<file path="src/rtl/nn_vga_cursor_if.sv">
// CPU-to-display bundle for the VGA cursor back-end: cursor coordinates in,
// sync/qualifier/colour/frame marker out.
interface nn_vga_cursor_if;
    logic [31:0] VGA_X;
    logic [31:0] VGA_Y;
    logic        VGA_HS;
    logic        VGA_VS;
    logic        VGA_DE;
    logic [3:0]  VGA_R;
    logic [3:0]  VGA_G;
    logic [3:0]  VGA_B;
    logic        FRAME_START;

    // Driver of the coordinates, consumer of the video stream
    modport master (
        output VGA_X, VGA_Y,
        input  VGA_HS, VGA_VS, VGA_DE, VGA_R, VGA_G, VGA_B, FRAME_START
    );

    // The display back-end itself
    modport slave (
        input  VGA_X, VGA_Y,
        output VGA_HS, VGA_VS, VGA_DE, VGA_R, VGA_G, VGA_B, FRAME_START
    );
endinterface

</file>
<file path="src/rtl/nn_vga_cursor.sv">
// VGA timing generator with a solid square cursor on a flat background.
// Cursor coordinates are latched once per frame on the last pixel tick so a
// mid-frame CPU write never tears the picture. All outputs are registered on
// the pixel tick from the pre-increment counters, so sync, DE and colour are
// aligned with no skew.
module nn_vga_cursor #(
    parameter int          CLK_DIV     = 2,
    parameter int          H_ACTIVE    = 640,
    parameter int          H_FP        = 16,
    parameter int          H_SYNC      = 96,
    parameter int          H_BP        = 48,
    parameter int          V_ACTIVE    = 480,
    parameter int          V_FP        = 10,
    parameter int          V_SYNC      = 2,
    parameter int          V_BP        = 33,
    parameter int          CURSOR_SIZE = 8,
    parameter logic [11:0] FG_COLOR    = 12'hFFF,
    parameter logic [11:0] BG_COLOR    = 12'h008
) (
    input  logic            CLK,
    input  logic            RST_N,
    nn_vga_cursor_if.slave  bus
);

    localparam int H_TOTAL  = H_ACTIVE + H_FP + H_SYNC + H_BP;
    localparam int V_TOTAL  = V_ACTIVE + V_FP + V_SYNC + V_BP;
    localparam int H_W      = $clog2(H_TOTAL);
    localparam int V_W      = $clog2(V_TOTAL);
    localparam int DIV_W    = (CLK_DIV > 1) ? $clog2(CLK_DIV) : 1;
    localparam int HS_START = H_ACTIVE + H_FP;
    localparam int HS_END   = HS_START + H_SYNC;
    localparam int VS_START = V_ACTIVE + V_FP;
    localparam int VS_END   = VS_START + V_SYNC;

    logic [DIV_W-1:0] r_div_cnt;
    logic [H_W-1:0]   r_h_cnt;
    logic [V_W-1:0]   r_v_cnt;
    logic [31:0]      r_cur_x;
    logic [31:0]      r_cur_y;
    logic             r_hs;
    logic             r_vs;
    logic             r_de;
    logic             r_fs;
    logic [11:0]      r_rgb;

    logic             w_pix_tick;
    logic [31:0]      w_h32;
    logic [31:0]      w_v32;
    logic             w_h_last;
    logic             w_v_last;
    logic             w_hs_n;
    logic             w_vs_n;
    logic             w_de;
    logic [32:0]      w_h_ext;
    logic [32:0]      w_v_ext;
    logic [32:0]      w_x_lo;
    logic [32:0]      w_y_lo;
    logic [32:0]      w_x_hi;
    logic [32:0]      w_y_hi;
    logic             w_inside;

    // With CLK_DIV=1 every system clock is a pixel clock
    assign w_pix_tick = (CLK_DIV == 1) ? 1'b1 : (r_div_cnt == DIV_W'(CLK_DIV - 1));

    assign w_h32    = 32'(r_h_cnt);
    assign w_v32    = 32'(r_v_cnt);
    assign w_h_last = (w_h32 == 32'(H_TOTAL - 1));
    assign w_v_last = (w_v32 == 32'(V_TOTAL - 1));

    assign w_hs_n = !((w_h32 >= 32'(HS_START)) && (w_h32 < 32'(HS_END)));
    assign w_vs_n = !((w_v32 >= 32'(VS_START)) && (w_v32 < 32'(VS_END)));
    assign w_de   = (w_h32 < 32'(H_ACTIVE)) && (w_v32 < V_ACTIVE);

    // 33-bit bounds keep cur+size from wrapping; an off-screen cursor simply
    // never overlaps an active pixel, so it is hidden by DE
    assign w_h_ext  = {1'b0, w_h32};
    assign w_v_ext  = {1'b0, w_v32};
    assign w_x_lo   = {1'b0, r_cur_x};
    assign w_y_lo   = {1'b0, r_cur_y};
    assign w_x_hi   = w_x_lo + 33'(CURSOR_SIZE);
    assign w_y_hi   = w_y_lo + 33'(CURSOR_SIZE);
    assign w_inside = (w_h_ext >= w_x_lo) && (w_h_ext < w_x_hi) &&
                      (w_v_ext >= w_y_lo) && (w_v_ext < w_y_hi);

    // Pixel-rate divider
    always_ff @(posedge CLK or negedge RST_N) begin
        if (!RST_N) begin
            r_div_cnt <= '0;
        end else if (w_pix_tick) begin
            r_div_cnt <= '0;
        end else begin
            r_div_cnt <= r_div_cnt + 1'b1;
        end
    end

    // Raster position: h advances per pixel tick, v on the h wrap
    always_ff @(posedge CLK or negedge RST_N) begin
        if (!RST_N) begin
            r_h_cnt <= '0;
            r_v_cnt <= '0;
        end else if (w_pix_tick) begin
            if (w_h_last) begin
                r_h_cnt <= '0;
                r_v_cnt <= w_v_last ? '0 : r_v_cnt + 1'b1;
            end else begin
                r_h_cnt <= r_h_cnt + 1'b1;
            end
        end
    end

    // Cursor latch on the final pixel tick of the frame; reset parks it off-screen
    always_ff @(posedge CLK or negedge RST_N) begin
        if (!RST_N) begin
            r_cur_x <= 32'(H_ACTIVE);
            r_cur_y <= 32'(V_ACTIVE);
        end else if (w_pix_tick && w_h_last && w_v_last) begin
            r_cur_x <= bus.VGA_X;
            r_cur_y <= bus.VGA_Y;
        end
    end

    // Registered video outputs decoded from the current raster position
    always_ff @(posedge CLK or negedge RST_N) begin
        if (!RST_N) begin
            r_hs  <= 1'b1;
            r_vs  <= 1'b1;
            r_de  <= 1'b0;
            r_rgb <= '0;
        end else if (w_pix_tick) begin
            r_hs  <= w_hs_n;
            r_vs  <= w_vs_n;
            r_de  <= w_de;
            r_rgb <= w_de ? (w_inside ? FG_COLOR : BG_COLOR) : 12'h000;
        end
    end

    // Frame marker: one CLK wide, coincident with pixel (0,0) appearing
    always_ff @(posedge CLK or negedge RST_N) begin
        if (!RST_N) begin
            r_fs <= 1'b0;
        end else begin
            r_fs <= w_pix_tick && (r_h_cnt == '0) && (r_v_cnt == '0);
        end
    end

    assign bus.VGA_HS      = r_hs;
    assign bus.VGA_VS      = r_vs;
    assign bus.VGA_DE      = r_de;
    assign bus.VGA_R       = r_rgb[11:8];
    assign bus.VGA_G       = r_rgb[7:4];
    assign bus.VGA_B       = r_rgb[3:0];
    assign bus.FRAME_START = r_fs;

endmodule

</file>
<file path="src/flat_wrapper.sv">
// flat-port wrapper written by rule: the top's interface ports become plain ports
module nn_vga_cursor_flat 
#(
    parameter int          CLK_DIV     = 2,
    parameter int          H_ACTIVE    = 640,
    parameter int          H_FP        = 16,
    parameter int          H_SYNC      = 96,
    parameter int          H_BP        = 48,
    parameter int          V_ACTIVE    = 480,
    parameter int          V_FP        = 10,
    parameter int          V_SYNC      = 2,
    parameter int          V_BP        = 33,
    parameter int          CURSOR_SIZE = 8,
    parameter logic [11:0] FG_COLOR    = 12'hFFF,
    parameter logic [11:0] BG_COLOR    = 12'h008
)
  (CLK, RST_N, bus_VGA_X, bus_VGA_Y, bus_VGA_HS, bus_VGA_VS, bus_VGA_DE, bus_VGA_R, bus_VGA_G, bus_VGA_B, bus_FRAME_START);
  nn_vga_cursor_if bus_i ();
  input  logic CLK;
  input  logic RST_N;
  input wire logic [$bits(bus_i.VGA_X)-1:0] bus_VGA_X;
  input wire logic [$bits(bus_i.VGA_Y)-1:0] bus_VGA_Y;
  output wire logic [$bits(bus_i.VGA_HS)-1:0] bus_VGA_HS;
  output wire logic [$bits(bus_i.VGA_VS)-1:0] bus_VGA_VS;
  output wire logic [$bits(bus_i.VGA_DE)-1:0] bus_VGA_DE;
  output wire logic [$bits(bus_i.VGA_R)-1:0] bus_VGA_R;
  output wire logic [$bits(bus_i.VGA_G)-1:0] bus_VGA_G;
  output wire logic [$bits(bus_i.VGA_B)-1:0] bus_VGA_B;
  output wire logic [$bits(bus_i.FRAME_START)-1:0] bus_FRAME_START;
  assign bus_i.VGA_X = bus_VGA_X;
  assign bus_i.VGA_Y = bus_VGA_Y;
  assign bus_VGA_HS = bus_i.VGA_HS;
  assign bus_VGA_VS = bus_i.VGA_VS;
  assign bus_VGA_DE = bus_i.VGA_DE;
  assign bus_VGA_R = bus_i.VGA_R;
  assign bus_VGA_G = bus_i.VGA_G;
  assign bus_VGA_B = bus_i.VGA_B;
  assign bus_FRAME_START = bus_i.FRAME_START;
  nn_vga_cursor #(.CLK_DIV(CLK_DIV), .H_ACTIVE(H_ACTIVE), .H_FP(H_FP), .H_SYNC(H_SYNC), .H_BP(H_BP), .V_ACTIVE(V_ACTIVE), .V_FP(V_FP), .V_SYNC(V_SYNC), .V_BP(V_BP), .CURSOR_SIZE(CURSOR_SIZE), .FG_COLOR(FG_COLOR), .BG_COLOR(BG_COLOR)) u_core (.CLK(CLK), .RST_N(RST_N), .bus(bus_i));
endmodule
</file>
<file path="config.mk">
export PLATFORM = sky130hd
export DESIGN_NAME = nn_vga_cursor_flat
export DESIGN_NICKNAME = d
export VERILOG_FILES = /design/src/rtl/nn_vga_cursor_if.sv /design/src/rtl/nn_vga_cursor.sv /design/src/flat_wrapper.sv
export SDC_FILE = /design/constraint.sdc
export NUM_CORES = 1
export LEC_CHECK = 0
export CAP_MARGIN = 10
export CORE_MARGIN = 2
export CORE_UTILIZATION = 50
export CTS_CLUSTER_SIZE = 10
export DETAILED_ROUTE_END_ITERATION = 12
export PLACE_DENSITY_LB_ADDON = 0.2
export SYNTH_ARGS = -nofsm -noshare
export SYNTH_HDL_FRONTEND = slang
export SYNTH_SLANG_ARGS = --single-unit
export TNS_END_PERCENT = 1
</file>
<file path="constraint.sdc">
create_clock -name CLK -period 2.2 [get_ports CLK]
set_input_delay 0.44 -clock CLK [delete_from_list [all_inputs] [get_ports CLK]]
set_output_delay 0.44 -clock CLK [all_outputs]
set_load 0.02 [all_outputs]
</file>
==> flow_summary_export.csv <==
group,metric,value,unit
status,status,"finished with violations",
status,violations,"setup timing",
power,powerDensity,441.7,nW/um2
sta,finClkSkew,0.008823,ns
final_layout,drive_above_1_share,23.82,%
die,core_area,11370,um2
sta,tightest_slew,0.5273,ns
critical_path,cp_slowest_stage_delay,0.53,ns
sta,fin_tns_setup,-9.584,ns
die,die_h,111.8,um
detailed_routing,wl,16230,um
detailed_routing,route.detailed.drc,0,
placement,io_buffers,81,
final_layout,final_nets,887,
sta,setup_ws,-0.2420,ns
synth,synth_fp_nets,727,
power,ir_drop,0.0005844,V
clocking,hold_buffers,0,
synth,synth_cell_types,64,
critical_path,crit_path_start_kind,"register",
job,maxCapViolations,0,
power,p_leak,3.737,nW
final_layout,final_common_cell,"buf_4",
detailed_routing,first_pass_iters,5,
synth,synth_edf_count,0,
clocking,clock_path_buffers,2,
global_route,grt_overflow,0,
synth,synth_cells,620,
synth,synth_seq_cells,90,
critical_path,path_cells,"and3_2, nand4_4, buf_4, nor3_1, nor3_1, o31ai_1, nand3_1, nor4_2, o32ai_1",
placement,post-place-ws,-0.2101,ns
clocking,clk_pin_slew,0.07,ns
detailed_routing,wl_per_cell,17.48,um
placement,dp_hpwl,11120,um
global_route,grt_max_degree,38,
synth,syn_avg_cell_area,9.376,um2
critical_path,end_kind,"register",
final_layout,syn2layout_area_growth,38.05,%
die,boundaryPins,82,
clocking,root_buffer,"clkbuf_16",
global_route,grt.total_usage,24.30,%
sta,rsz0062_at_grt,"true",
sta,layout_min_cycle_time,2.442,ns
global_route,antenna_found_initial,0,
clocking,htreeDepth,3,
die,die_w,111.8,um
synth,yosys.area.top_type,"dfrtp_1",
critical_path,rrSetupSlack,-0.24,ns
detailed_routing,postRouteAntennaNets,0,
sta,slew_violations,0,
synth,synth_area_leaders,"dfrtp_1, ha_1, o21ai_0",
critical_path,crit_top_cell,"nor3_1",
sta,hold_viol_final,0,
critical_path,cp_max_fo,5,
placement,gp_congestion,0.8923,
detailed_routing,routed-via-count,5442,
die,rows,39,
clocking,clock-sinks,90,
sta,maxSlewHeadroom,64.85,%
critical_path,critPathSlowestCell,"dfstp_2",
synth,synth_flop_cell,"dfrtp_1",
critical_path,critPathTopFamily,"simple AND/OR/NAND/NOR gates",
critical_path,crit_buf_inv,1,
detailed_routing,via_per_inst,5.864,
synth,seq_area_frac_synth,38.92,%
sta,setup_viol,60,
critical_path,crit_type,"reg2reg",
final_layout,antenna_cells,0,
final_layout,final_cell_mix,"buf_4, dfrtp_1, clkdlybuf4s50_1, nand2_1, o21ai_0",
synth,yosysTopAreaCellShare,35.30,%
synth,yosysWarnings,0,
synth,postSynth.asyncResetShare,100.0,%
die,die_area,12500,um2
final_layout,fill_cells,833,
critical_path,crit_arrival,2.67,ns
critical_path,required,2.43,ns
sta,fin_crit_sh,111.0,%
detailed_routing,drt_iter0_markers,337,
synth,synth_area,5813,um2
global_route,grt_pass1_wl,24800,um
clocking,cts_tree,"built",
clocking,clock_latency,0.35,ns
worst_hold_path,hold_path.class,"in2async",
global_route,grt_pass1_vias,5269,
sta,fmax,409.5,MHz
die,start_util,51.13,%
clocking,cts_buffers,9,
Yosys cell counts, types with 4 or more instances:
cell       n
nand2b_1   5
mux2_2    22
nand3_1   35
buf_4     11
xor2_1     5
buf_2      6
clkbuf_1  10
and3_1    13
a21oi_1   24
buf_6      4
and4_1     8
nor4_1    14
nor3_1    15
mux2i_1    5
mux2_1    17
a21o_1     4
nor2_1    30
nand2_1   59
xnor2_1   20
nand4_1   14
dfstp_2    8
dfrtp_1   82
o211ai_1   5
inv_1     41
o21ai_0   58
a31oi_1    7
ha_1      41
cells by family after synthesis:
logic type	Yosys count	share of synthesized area, %
AOI/OAI and AO/OA	127	13.19
xor gates and xnor gates	25	3.767
adders and majority gates	41	8.825
buffers and inverters	73	6.070
DFF	90	38.92
muxes	44	8.416
and+or+nand+nor	220	20.81
worst paths after layout:
check / to / depth (start not counted) / start
min: u_core.r_cur_y[26] / 1 / RST_N
max in group asynchronous: u_core.r_cur_y[8] / 2 / RST_N
max reg2reg: u_core.r_rgb[10] / 9 / u_core.r_cur_y[8]
max: u_core.r_rgb[10] / 9 / u_core.r_cur_y[8]
min in group CLK: u_core.bus.VGA_VS / 2 / u_core.bus.VGA_VS
min reg2reg: u_core.bus.VGA_VS / 2 / u_core.bus.VGA_VS
repair_timing:
item	4_1_cts	5_1_grt
hold endpoints to repair	0	0
cloned	0	4
resized for setup	5	67
pin swaps	3	12
setup buffers	0	11
endpoints found under the setup margin	56	69
registers in the layout, summed over array words and instances, names as in the netlist:
| register | flops |
|---|---|
| u_core.r_cur_y | 32 |
| u_core.r_div_cnt | 1 |
| u_core.r_h_cnt | 10 |
| u_core.bus.VGA_VS | 1 |
| u_core.r_v_cnt | 10 |
| u_core.r_rgb | 2 |
| u_core.bus.FRAME_START | 1 |
| u_core.r_cur_x | 32 |
| u_core.bus.VGA_HS | 1 |
cell type report:
cell class | instances | area, um2 | share of cell area, %
Clock inverter | 4 | 73.82 | 0.9199
Clock buffer | 12 | 256.5 | 3.196
Sequential cell | 90 | 2262 | 28.19
Multi-Input combinational cell | 457 | 3385 | 42.17
Tap cell | 143 | 178.9 | 2.230
Timing Repair Buffer | 181 | 1715 | 21.38
Inverter | 41 | 153.9 | 1.918
metal layers:
layer | GRT usage (%) | part of all wire, % | vias up
li1 | - | - | 2567
met1 | 31.58 | 42 | 2625
met2 | 40.97 | 49 | 208
met3 | 4.137 | 5.8 | 42
met4 | 8.889 | 2.7 | 0
met5 | 0 | 0 | -
where the power goes:
group          internal [mW]  leakage, nW  switching, mW
clock                   1.06        0.163          0.672
sequential              1.66         1.11              0
combinational          0.106         2.47         0.0537
per-stage QoR:
stage               total power, mW  util (%)  std cells  instance area [um2]  hold WS (ns)
floorplan                     1.687         -        620                 5813        0.1444
global placement              1.842     63.89        897                 7264        0.4408
detailed placement            1.844     63.89        897                 7264        0.4519
CTS                           3.565     67.05        913                 7624       0.07983
global route                  3.644     70.58        928                 8025       0.09433
finish                        3.545     70.58        928                 8025       0.06205
worst register-to-register path, cell delays in order (launching register included):
cell and delay, ns:
dfstp_2 0.53, and3_2 0.24, nand4_4 0.15, buf_4 0.19, nor3_1 0.19, nor3_1 0.08
o31ai_1 0.29, nand3_1 0.17, nor4_2 0.34, o32ai_1 0.14
No activity file was read; power rests on OpenSTA's default activity.
